$ cat src/rtl/up_counter_sequencer.sv
// up_counter_sequencer
//   Run controller for a sync_up_counter. It accepts a run command
//   (terminal value plus repeat count) over a valid/ready handshake. For
//   each run it clears the counter, then lets it count up to the terminal
//   value. The run is repeated as programmed, and the last run ends with a
//   one-cycle done pulse.
//
// Ports
//   clk, reset   : system clock; synchronous active-high reset
//   cmd_valid    : command present
//   cmd_ready    : sequencer idle and able to accept a command
//   cmd_target   : terminal count value
//   cmd_repeat   : number of extra runs (0 = single run)
//   pause        : level; holds the counter while high during RUN
//   abort        : cancels the active command (CLEAR/RUN only)
//   count        : counter value fed back from sync_up_counter
//   cnt_enable   : to counter enable (combinational in RUN)
//   cnt_clear    : to counter reset (ORed with system reset outside)
//   busy         : command in progress (CLEAR or RUN)
//   done         : one-cycle completion pulse
//   runs_left    : remaining extra runs
module up_counter_sequencer #(
  parameter int WIDTH = 4,
  parameter int RPT_W = 4
) (
  input  logic             clk,
  input  logic             reset,
  input  logic             cmd_valid,
  output logic             cmd_ready,
  input  logic [WIDTH-1:0] cmd_target,
  input  logic [RPT_W-1:0] cmd_repeat,
  input  logic             pause,
  input  logic             abort,
  input  logic [WIDTH-1:0] count,
  output logic             cnt_enable,
  output logic             cnt_clear,
  output logic             busy,
  output logic             done,
  output logic [RPT_W-1:0] runs_left
);

  typedef enum logic [1:0] {
    IDLE  = 2'd0,
    CLEAR = 2'd1,
    RUN   = 2'd2,
    DONE  = 2'd3
  } state_t;

  state_t           state_q, state_d;
  logic [WIDTH-1:0] target_q, target_d;
  logic [RPT_W-1:0] rpt_q, rpt_d;
  logic             at_target;

  assign at_target = (count == target_q);

  always_ff @(posedge clk) begin
    if (reset) begin
      state_q  <= IDLE;
      target_q <= '0;
      rpt_q    <= '0;
    end else begin
      state_q  <= state_d;
      target_q <= target_d;
      rpt_q    <= rpt_d;
    end
  end

  always_comb begin
    state_d    = state_q;
    target_d   = target_q;
    rpt_d      = rpt_q;
    cnt_enable = 1'b0;
    unique case (state_q)
      IDLE: begin
        // Command fields are sampled only on the handshake edge.
        if (cmd_valid) begin
          target_d = cmd_target;
          rpt_d    = cmd_repeat;
          state_d  = CLEAR;
        end
      end
      CLEAR: begin
        if (abort) begin
          rpt_d   = '0;
          state_d = IDLE;
        end else begin
          state_d = RUN;
        end
      end
      RUN: begin
        // Enable is combinational so the counter stops exactly on the
        // terminal value and never wraps; abort and pause gate it the same
        // cycle they are seen.
        cnt_enable = !pause && !abort && !at_target;
        if (abort) begin
          rpt_d   = '0;
          state_d = IDLE;
        end else if (at_target) begin
          if (rpt_q == '0) begin
            state_d = DONE;
          end else begin
            rpt_d   = rpt_q - RPT_W'(1);
            state_d = CLEAR;
          end
        end
      end
      DONE: begin
        state_d = IDLE;
      end
      default: begin
        state_d = IDLE;
      end
    endcase
  end

  // Moore output decodes.
  assign cmd_ready = (state_q == IDLE);
  assign cnt_clear = (state_q == CLEAR);
  assign busy      = (state_q == CLEAR) || (state_q == RUN);
  assign done      = (state_q == DONE);
  assign runs_left = rpt_q;

endmodule
$ cat config.mk
export PLATFORM = sky130hd
export DESIGN_NAME = up_counter_sequencer
export DESIGN_NICKNAME = d
export VERILOG_FILES = /design/src/rtl/up_counter_sequencer.sv
export SDC_FILE = /design/constraint.sdc
export NUM_CORES = 1
export LEC_CHECK = 0
export CORE_MARGIN = 2
export CORE_UTILIZATION = 37
export DETAILED_ROUTE_END_ITERATION = 12
export PLACE_DENSITY = 0.78
export SLEW_MARGIN = 10
export SYNTH_ARGS = -nofsm -noshare
export SYNTH_HDL_FRONTEND = slang
export SYNTH_SLANG_ARGS = --single-unit
$ cat constraint.sdc
create_clock -name clk -period 1.8 [get_ports clk]
set_input_delay 0.27 -clock clk [delete_from_list [all_inputs] [get_ports clk]]
set_output_delay 0.27 -clock clk [all_outputs]
set_load 0.01 [all_outputs]
==> summary.md <==
| Metric | Value |
|---|---|
| Outcome | complete, no violations |
| Highest-delay cell along the critical path | sky130_fd_sc_hd__or4_1 |
| Vias in the first global route | 680 |
| Period utilisation layout | between 90% and 100% |
| Synthesized cell area | 643 um2 |
| Layout overhead on the synthesized area | 74.5% |
| Share of final-layout standard cells stronger than drive strength 1 | 28.8% |
| Worst hold endpoint | target_q[0] |
| Shortest clock period the worst path allows after layout | 1.73 ns |
| Worst clock skew on the final layout | 0.0115 ns |
| Syn_area_per_cell | 8.35 um2 |
| First-pass DRT Iterations | 4 |
| TritonCTS clock tree | done |
| Startpoint of the worst-slack reg-to-reg timing path | state_q[0] |
| Worst R2R End | runs_left[0] |
| Worst rel slew slack | 70.5% |
| Worst setup path class | input pin to flip-flop |
| Adder-Cell Fraction of Synth Area | 9.73% |
| Worst hold path type | flip-flop to flip-flop |
| Nets@finish | 141 |
| Unrepaired setup endpoints after global routing | yes |
| Maximum fanout along the worst path | 3 |
| H-tree Lvls | 1 |
| Die span in y | between 40 and 50 um |
| DRC violations left | 0 |
| Clock-pin slew on the worst setup and hold paths | about 0.09 ns |
| Buffers on Ports | 25 |
| Number of nets still failing antenna checks after routing | 0 |
| Sequential fraction of the synthesis area | 31.1% |
| Routability Congestion | 0.849 |
| Capturing element type of the critical path | flip-flop |
| Required time at the endpoint of the critical path | 2.00 ns |
| Slew @ Worst Pin | ~0.44 ns |
| Combinational family with the most area after synthesis | compound AO/OA/AOI/OAI gates |
| Global-route wire length before repair | 2770 um |
| Core box area | 0.00167 mm2 |
| Yosys warning total | 0 |
| Total routed wirelength | 1820 um |
| P per Cell Area | 768 mW/mm2 |
| Post-route design area | 0.00112 mm2 |
| Standard-cell row count | 15 |
| I/O Pins | 26 |
| Final setup viols | 0 |
| Largest area contributor in the synthesized netlist | sky130_fd_sc_hd__dfxtp_1 |
| Post-CTS Hold Buffers | 0 |
| Synthesized-area fraction occupied by and/or/nand/nor cells | 21.4% |
| Cell chain of the critical path | clkdlybuf4s50_1, xor2_1, o41a_1, or4_1, a21oi_1 |
| Multiplexer share of the synthesized area | 0% |
| Violation count after the first detailed-route iteration | 7 |
| HPWL reported at the end of detailed placement | 1310 um |
| Worst VDD drop | 0.000468 V |
| Area fraction in compound gates after synthesis | 25.5% |
| Initial antenna violation count | 0 |
| Buffer levels on the longest clock path | 2 |
| Total inserted antenna cells | 0 |
| Pin count of the biggest net entering global routing | 11 |
| Core Util, Final | between 60% and 70% |
| Instance count of the mapped netlist | 77 |
| Number of violations of the max-capacitance limit | 0 |
| Post-DR vias/cell | 5.24 |
| Wire length per cell after detailed routing | 13.5 um |
| Full die area | around 0.0021 mm2 |
| Total nets after synthesis | 99 |
| Arrival time of the worst setup path | around 1.9 ns |
| Later-pin clock latency in the skew report | 0.28 ns |
| Number of buffers added by the clock tree synthesis step | 3 |
| XOR/XNOR Fraction of Synth Area | roughly 8% |
| Chip width | about 46 um |
| Number of different library cells in the post-synthesis netlist | 26 |
| Top cells by area, synth | sky130_fd_sc_hd__dfxtp_1 31%, sky130_fd_sc_hd__ha_1 9.7%, sky130_fd_sc_hd__a21oi_1 7.8% |
| Effective utilization at floorplan | 38.5% |
| Slew Limit Fails | 0 |
| Area after DPL | 0.00102 mm2 |
| Aggregate global routing overflow | 0 |
| Clk Tree Root Cell | sky130_fd_sc_hd__clkbuf_4 |
| Highest attainable clock frequency | 577 MHz |
| Yosys top cell area share | 31.1% |
| Fin. Hold Viols | 0 |
| Leak | around 0.46 nW |
| Count of state elements after synthesis | 10 |
| Via count | 707 |
| Launch instance of the worst min-delay path | target_q[0] |
| Delay of the slowest critical-path stage | 0.48 ns |
| Worst R2R Setup Slack | approximately 0.066 ns |
| Sinks on Clock Net | 10 |
| Worst hold path cell count | 2 |
| Combined global-route utilization of all metal layers | 18.4% |
| Worst R2R Path Depth | 7 |
| Sort of element at the start of the critical path | input pin |
-- timing repair --
item,CTS,global route
cloned,0,0
pin swaps,3,5
endpoints found under the setup margin,8,6
buffers inserted,0,1
gates resized for setup,11,13
-- worst max-delay path, delay by kind of cell --
kind,cells,cell delay [ns]
simple gates,1,0.48
xor+xnor,1,0.17
buf+inv,1,0.42
compound gates,2,0.59
-- cell families after synthesis --
kind of cell             count (synthesis)
buffers and inverters                    7
XOR/XNOR                                 6
flip-flops                              10
AND/OR/NAND/NOR                         25
AO/OA/AOI/OAI                           24
adder cells (fa/ha/maj)                  5
-- worst max-delay path by stage --
stage	startpoint	end	slack [ns]
3_5_place_dp	count[3]	cnt_enable	-0.26
6_report	count[3]	state_q[1]	0.07
5_1_grt	state_q[0]	runs_left[1]	-0.04
2_1_floorplan	state_q[0]	runs_left[0]	0.03
3_3_place_gp	count[3]	cnt_enable	-0.25
4_1_cts	state_q[0]	cnt_clear	0.002
-- cell usage after synthesis --
cell,number
sky130_fd_sc_hd__a2111oi_2,1
sky130_fd_sc_hd__a211oi_1,5
sky130_fd_sc_hd__a21oi_1,10
sky130_fd_sc_hd__a31oi_1,3
sky130_fd_sc_hd__and2_1,1
sky130_fd_sc_hd__buf_1,1
sky130_fd_sc_hd__clkbuf_1,1
sky130_fd_sc_hd__dfxtp_1,10
sky130_fd_sc_hd__ha_1,5
sky130_fd_sc_hd__inv_1,5
sky130_fd_sc_hd__nand2_1,5
sky130_fd_sc_hd__nand2b_1,1
sky130_fd_sc_hd__nand3_1,4
sky130_fd_sc_hd__nor2_1,2
sky130_fd_sc_hd__nor2b_1,6
sky130_fd_sc_hd__nor3_1,2
sky130_fd_sc_hd__nor3b_1,1
sky130_fd_sc_hd__nor4bb_1,1
sky130_fd_sc_hd__o21ai_0,2
sky130_fd_sc_hd__o21ai_1,1
sky130_fd_sc_hd__o41a_1,1
sky130_fd_sc_hd__o41ai_2,1
sky130_fd_sc_hd__or2_1,1
sky130_fd_sc_hd__or4_1,1
sky130_fd_sc_hd__xnor2_1,1
sky130_fd_sc_hd__xor2_1,5
-- metrics by stage --
stage / hold WS (ns) / TNS, ns / total power, mW / setup WS, ns / std cells
2_1_floorplan: 0.417 / 0 / 0.449 / 0.0264 / 77
4_1_cts: 0.480 / 0 / 0.828 / 0.00170 / 134
6_report: 0.481 / 0 / 0.862 / 0.0664 / 135
3_3_place_gp: 0.461 / -1.10 / 0.603 / -0.245 / 130
3_5_place_dp: 0.469 / -1.41 / 0.611 / -0.263 / 130
5_1_grt: 0.501 / -0.141 / 0.910 / -0.0424 / 135
-- where the power goes --
group | internal, mW | switching [mW] | total (mW)
combinational | 0.202 | 0.163 | 0.366
sequential | 0.248 | 0.0257 | 0.274
clock | 0.123 | 0.0993 | 0.222
-- area by class of cell --
cell class / instances / area [um2]
clock buffers: 4 / 36.3
fillers: 128 / 548
inverters: 5 / 18.8
multi-input cells: 60 / 489
flip-flops and latches: 10 / 203
well taps: 17 / 21.3
repair buffers: 39 / 354
-- cells in the final DEF, fill, tap and decap left out, drive strengths merged, types with 4 or more instances in the layout --
master / n
a211oi: 5
a21oi: 10
buf: 15
clkbuf: 4
clkdlybuf4s50: 21
dfxtp: 10
ha: 5
inv: 5
nand2: 5
nand3: 4
nor2b: 6
xor2: 5
-- state kept, by name, indices dropped and copies added (netlist names) --
register and flops:
runs_left 4, state_q 2, target_q 4
-- metal layers --
| metal | vias to the layer above | global-route usage, % | share of wire, % |
|---|---|---|---|
| met3 | 2 | 2.38 | 2.7 |
| met1 | 327 | 22.5 | 46 |
| met2 | 17 | 31.3 | 50 |
| li1 | 361 | - | - |
| met5 | - | 0 | 0 |
| met4 | 0 | 9.14 | 0.82 |
Power figures use the tool's default switching activity.
